File: config.mk
export PLATFORM = sky130hd
export DESIGN_NAME = ht8_stream_ctrl
export DESIGN_NICKNAME = d
export VERILOG_FILES = /design/src/rtl/ht_pkg.sv /design/src/rtl/ht_out_serializer.sv /design/src/rtl/ht8_stream_ctrl.sv
export SDC_FILE = /design/constraint.sdc
export NUM_CORES = 1
export LEC_CHECK = 0
export BUFFER_PORTS_ARGS = -buffer_cell sky130_fd_sc_hd__buf_4
export CAP_MARGIN = 30
export CORE_MARGIN = 8
export CORE_UTILIZATION = 35
export CTS_CLUSTER_DIAMETER = 40
export CTS_CLUSTER_SIZE = 10
export DETAILED_ROUTE_END_ITERATION = 7
export GPL_ROUTABILITY_DRIVEN = 0
export PLACE_DENSITY_LB_ADDON = 0.12
export SLEW_MARGIN = 5
export SYNTH_ARGS = -nofsm -noshare
export SYNTH_HDL_FRONTEND = slang
export SYNTH_SLANG_ARGS = --single-unit
File: constraint.sdc
create_clock -name clk -period 4.1 [get_ports clk]
set_input_delay 0.205 -clock clk [delete_from_list [all_inputs] [get_ports clk]]
set_output_delay 0.205 -clock clk [all_outputs]
set_load 0.05 [all_outputs]
File: src/rtl/ht_pkg.sv
// Shared definitions for the Hadamard stream controllers: lane count,
// lane index width and the core-sequencing FSM encoding.
package ht_pkg;

    localparam int HT_LANES = 8;
    localparam int HT_IDX_W = 3;

    typedef enum logic [1:0] {
        ST_IDLE,
        ST_LAUNCH,
        ST_WAIT,
        ST_CAPTURE
    } ht_state_e;

    function automatic logic is_last_lane(input logic [HT_IDX_W-1:0] idx);
        return idx == HT_IDX_W'(HT_LANES - 1);
    endfunction

endpackage

File: src/rtl/ht_out_serializer.sv
// Output block buffer: loads all lanes of a transform result at once and
// streams them out lane by lane over a valid/ready handshake.
module ht_out_serializer
    import ht_pkg::*;
#(
    parameter int YW = 10
) (
    input  logic                     clk,
    input  logic                     rst,
    input  logic                     load,
    input  logic [HT_LANES*YW-1:0]   load_data,
    output logic                     m_valid,
    input  logic                     m_ready,
    output logic [YW-1:0]            m_data,
    output logic                     m_last,
    output logic                     empty
);

    logic [YW-1:0]         obuf_q [HT_LANES];
    logic [YW-1:0]         obuf_d [HT_LANES];
    logic [HT_IDX_W-1:0]   rd_idx_q, rd_idx_d;
    logic                  full_q, full_d;

    // load is only issued while empty, so it never collides with a handshake
    always_comb begin
        obuf_d   = obuf_q;
        rd_idx_d = rd_idx_q;
        full_d   = full_q;
        if (load) begin
            for (int i = 0; i < HT_LANES; i++) begin
                obuf_d[i] = load_data[YW*i +: YW];
            end
            full_d   = 1'b1;
            rd_idx_d = '0;
        end else if (full_q && m_ready) begin
            if (is_last_lane(rd_idx_q)) begin
                full_d   = 1'b0;
                rd_idx_d = '0;
            end else begin
                rd_idx_d = rd_idx_q + HT_IDX_W'(1);
            end
        end
    end

    always_ff @(posedge clk or posedge rst) begin
        if (rst) begin
            for (int i = 0; i < HT_LANES; i++) begin
                obuf_q[i] <= '0;
            end
            rd_idx_q <= '0;
            full_q   <= 1'b0;
        end else begin
            obuf_q   <= obuf_d;
            rd_idx_q <= rd_idx_d;
            full_q   <= full_d;
        end
    end

    assign m_valid = full_q;
    assign m_data  = obuf_q[rd_idx_q];
    assign m_last  = full_q && is_last_lane(rd_idx_q);
    assign empty   = !full_q;

endmodule

File: src/rtl/ht8_stream_ctrl.sv
// Stream controller for an external 8-point Hadamard core: gathers 8 input
// samples, launches the core, captures its result and serialises it out.
module ht8_stream_ctrl
    import ht_pkg::*;
#(
    parameter int XW       = 8,
    parameter int YW       = 10,
    parameter int CORE_LAT = 2
) (
    input  logic                   clk,
    input  logic                   rst,
    input  logic                   s_valid,
    output logic                   s_ready,
    input  logic [XW-1:0]          s_data,
    output logic                   m_valid,
    input  logic                   m_ready,
    output logic [YW-1:0]          m_data,
    output logic                   m_last,
    output logic                   core_start,
    output logic [HT_LANES*XW-1:0] core_x,
    input  logic [HT_LANES*YW-1:0] core_y,
    output logic                   busy
);

    localparam logic [3:0] WAIT_LAST = (CORE_LAT > 1) ? 4'(CORE_LAT - 2) : 4'd0;

    ht_state_e             state_q, state_d;
    logic [3:0]            wait_cnt_q, wait_cnt_d;
    logic [XW-1:0]         xbuf_q [HT_LANES];
    logic [XW-1:0]         xbuf_d [HT_LANES];
    logic [HT_IDX_W-1:0]   wr_idx_q, wr_idx_d;
    logic                  in_full_q, in_full_d;
    logic                  out_empty;
    logic                  launch;
    logic                  capture;
    logic                  accept;

    // ready is gated by rst so it drops the moment reset is asserted
    assign s_ready = !in_full_q && !rst;
    assign accept  = s_valid && s_ready;

    always_ff @(posedge clk or posedge rst) begin
        if (rst) begin
            state_q    <= ST_IDLE;
            wait_cnt_q <= '0;
        end else begin
            state_q    <= state_d;
            wait_cnt_q <= wait_cnt_d;
        end
    end

    always_comb begin
        state_d    = state_q;
        wait_cnt_d = wait_cnt_q;
        case (state_q)
            ST_IDLE: begin
                if (in_full_q && out_empty) state_d = ST_LAUNCH;
            end
            ST_LAUNCH: begin
                wait_cnt_d = '0;
                state_d    = (CORE_LAT == 1) ? ST_CAPTURE : ST_WAIT;
            end
            ST_WAIT: begin
                if (wait_cnt_q == WAIT_LAST) begin
                    wait_cnt_d = '0;
                    state_d    = ST_CAPTURE;
                end else begin
                    wait_cnt_d = wait_cnt_q + 4'd1;
                end
            end
            ST_CAPTURE: begin
                state_d = ST_IDLE;
            end
            default: state_d = ST_IDLE;
        endcase
    end

    always_comb begin
        launch  = 1'b0;
        capture = 1'b0;
        case (state_q)
            ST_LAUNCH:  launch  = 1'b1;
            ST_CAPTURE: capture = 1'b1;
            default: ;
        endcase
    end

    assign core_start = launch;

    // writes are blocked while full, so core_x holds from launch to capture
    always_comb begin
        xbuf_d    = xbuf_q;
        wr_idx_d  = wr_idx_q;
        in_full_d = in_full_q;
        if (capture) begin
            in_full_d = 1'b0;
            wr_idx_d  = '0;
        end else if (accept) begin
            xbuf_d[wr_idx_q] = s_data;
            wr_idx_d         = wr_idx_q + HT_IDX_W'(1);
            if (is_last_lane(wr_idx_q)) in_full_d = 1'b1;
        end
    end

    always_ff @(posedge clk or posedge rst) begin
        if (rst) begin
            for (int i = 0; i < HT_LANES; i++) begin
                xbuf_q[i] <= '0;
            end
            wr_idx_q  <= '0;
            in_full_q <= 1'b0;
        end else begin
            xbuf_q    <= xbuf_d;
            wr_idx_q  <= wr_idx_d;
            in_full_q <= in_full_d;
        end
    end

    for (genvar i = 0; i < HT_LANES; i++) begin : g_core_x
        assign core_x[XW*i +: XW] = xbuf_q[i];
    end

    ht_out_serializer #(
        .YW(YW)
    ) u_ser (
        .clk       (clk),
        .rst       (rst),
        .load      (capture),
        .load_data (core_y),
        .m_valid   (m_valid),
        .m_ready   (m_ready),
        .m_data    (m_data),
        .m_last    (m_last),
        .empty     (out_empty)
    );

    assign busy = in_full_q || (wr_idx_q != '0) || !out_empty || (state_q != ST_IDLE);

endmodule

==> impl_metrics.ini <==
[status]
status = finished, final reports clean

[sta]
fin_crit_ns = 2.87
period_share_pct = 70.1
rsz0062_at_grt = no
fin_ws_ns = 1.23
finalMaxSlewViolations = 0
finalHoldViolations = 0
finClkSkew_ns = 0.00866
max_freq_mhz = 348
slew_headroom_pct = 41.8
setup-tns-final_ns = 0
tightest_slew_ns = 0.873
setup_viol = 0

[critical_path]
reg2reg_from = state_q[0]$_DFFE_PP0P_
path_cells = buf_4 -> mux4_2 -> mux2_2 -> buf_4
crit_top_cell = buf_4
required_ns = 3.89
crit_path_end = m_data[3]
cp-start-kind = flip-flop
slowest_stage = dfrtp_1
reg2reg_to = u_ser.obuf_q[6]$_DFFE_PP0P_
rr_worst_depth = 3
r2r_slack_ns = 1.93
crit_path_end_kind = primary output
criticalPathCategory = reg -> out
cp.arrival_ns = 2.67
crit_start = u_ser.rd_idx_q[0]$_DFFE_PP0P_
path_max_fanout = 14
cp_slowest_stage_delay_ns = 0.87

[floorplan]
row_count = 51
die-width_um = 156
die-area_sq_um = 24400
pin_count = 171
core_area_sq_um = 19400
start_util_pct = 35.5
dieHeight_um = 156

[global_route]
grt_max_degree = 159
grtUsageTotal_pct = 14.6
overflow = 0
antenna_found_initial = 1
grt_pass1_wl_um = 27100
grt_pass1_vias = 4890

[clocking]
clock_sinks = 158
cts_tree = built
postCtsSetupBuffers = 0
numCtsBuffers = 17
clk_latency_ns = 0.42
cts-root-buf = clkbuf_16
clk_pin_slew_ns = 0.06
cts_buffer_depth = 2
htree_num_levels = 4

[finish]
register_area_sq_um = 3950
fin_nets = 736
multi_input_area_sq_um = 2800
fin_cells = 910
areaGrowthSynthToFinish_pct = 35.6
fillCellCount = 1777
final_layout_size_suffix_gt1_share_pct = 51.6

[logic_synthesis]
synth_nets = 531
syn_inst = 427
syn_area_sq_um = 6880
synth.top_cells.by_area = dfrtp_1 57%, mux2_2 15%, mux2_1 10%, mux4_2 6.5%, ha_1 2.2%
ys_warn_count = 0
syn_avg_cell_area_sq_um = 16.1
yosysTopAreaCellShare_pct = 57.5
synth_seq_area_share_pct = 57.5
synth_seq_cells = 158
ys_types = 41
yosysTopAreaCell = dfrtp_1

[placement]
preCtsSetupSlack_ns = 1.60
numPortBuffers = 170
dp_cells = 847
hpwl_um = 12300

[power_and_ir_drop]
leakage_nw = 4.32
vdd_drop_max_mv = 0.494
power.density_nw_per_um2 = 873

[min_path]
hp-class = in -> reg

[drt]
routed_via_density = 4.73
drtAntennaViolNets = 0
routed_wl_um = 17100
drt_first_pass_iters = 4
drtIter0Drc = 124
num_vias = 4302
wl_per_cell_um = 18.8
drc = 0

[flow_run]
maxCapViolations = 0
[cell families (layout without fill, tap and decap cells)]
group,Yosys count,count (layout),synth area share [%]
AO/OA/AOI/OAI,12,12,1.13
XOR/XNOR,1,1,0.127
adder cells (fa/ha/maj),12,12,2.18
buffers and inverters,29,246,2.07
flip-flops,158,158,57.5
multiplexers,179,179,32.5
other,0,1,0
AND/OR/NAND/NOR,36,36,4.53
[worst max-delay path, delay by kind of cell (launching register included)]
family / cells / cell delay [ns]
mux: 2 / 0.81
buf+inv: 2 / 0.56
flops: 1 / 0.87
[repair_timing]
item,CTS,global route
hold endpoints to repair,30,1
resized for setup,0,0
hold buffers,30,1
[cells in the mapped netlist (all sizes together)]
cell type / count
dfrtp: 158
mux2: 155
mux4: 20
buf: 16
ha: 12
inv: 9
nor2: 9
nand2: 6
nand3: 5
clkbuf: 4
mux2i: 4
nand4: 4
nand4b: 3
o21ai: 3
a21oi: 2
nor2b: 2
a211o: 1
a21o: 1
a22oi: 1
a31oi: 1
and2: 1
and4: 1
nand2b: 1
nand3b: 1
nor3b: 1
nor4b: 1
o21a: 1
o22ai: 1
o2bb2ai: 1
or3b: 1
xnor2: 1
[power breakdown]
group,internal (W),leakage (nW),switching [W]
registers,0.00226,1.95,0.000448
clock network,0.000844,0.257,0.000667
logic,0.00167,2.11,0.00225
[per-layer routing]
layer	track usage [%]	wire, um
met4	4.39	137
met2	23.1	8100
met3	7.06	1660
met5	0	0
met1	17.2	7230
[final cells by class]
| class | count | share of cell area (%) |
|---|---|---|
| Tap cell | 265 | 3.56 |
| Sequential cell | 158 | 42.4 |
| Inverter | 9 | 0.402 |
| Clock buffer | 17 | 4.56 |
| Timing Repair Buffer | 206 | 17.6 |
| Multi-Input combinational cell | 240 | 30.0 |
| Antenna cell | 1 | 0.0268 |
| Clock inverter | 14 | 1.45 |
[worst min path at each step]
stage / from / end / slack (ns) / cells after the start
floorplan: s_data[0] / core_x[0]$_DFFE_PP0P_ / 0.34 / 1
global placement: core_y[68] / u_ser.obuf_q[18]$_DFFE_PP0P_ / 0.43 / 2
detailed placement: core_y[50] / u_ser.obuf_q[20]$_DFFE_PP0P_ / 0.44 / 2
CTS: core_y[31] / u_ser.obuf_q[41]$_DFFE_PP0P_ / 0.002 / 2
global route: core_y[2] / u_ser.obuf_q[72]$_DFFE_PP0P_ / 0.003 / 2
finish: core_y[31] / u_ser.obuf_q[41]$_DFFE_PP0P_ / 0.02 / 2
[registers in the layout, summed over array words and instances, names as in the netlist]
name            count
u_ser.m_valid       1
in_full_q           1
wait_cnt_q          4
u_ser.obuf_q       80
core_x             64
u_ser.rd_idx_q      3
state_q             2
wr_idx_q            3
[cells in the final DEF, fill, tap and decap left out, types with 2 or more instances in the layout]
| cell | instances |
|---|---|
| a21oi_1 | 2 |
| nand2_1 | 6 |
| nand4b_4 | 2 |
| clkbuf_16 | 17 |
| mux2_1 | 62 |
| o21ai_0 | 3 |
| inv_1 | 7 |
| dlygate4sd3_1 | 31 |
| inv_6 | 5 |
| mux2_2 | 93 |
| ha_1 | 11 |
| mux4_2 | 20 |
| dfrtp_1 | 158 |
| nand3_1 | 3 |
| clkinvlp_4 | 7 |
| nand4_4 | 3 |
| nor2_1 | 8 |
| mux2i_1 | 4 |
| buf_4 | 173 |
[metrics by stage]
stage	total power [W]	hold WS, ns	util [%]	instance area, sq um
2_1_floorplan	0.00555	0.337	-	6880
3_3_place_gp	0.00660	0.428	43.5	8440
3_5_place_dp	0.00669	0.436	43.6	8450
4_1_cts	0.00827	0.00160	48.0	9310
5_1_grt	0.00859	0.00278	48.1	9330
6_report	0.00814	0.0241	48.1	9330
(Power assumes the default switching activity.)
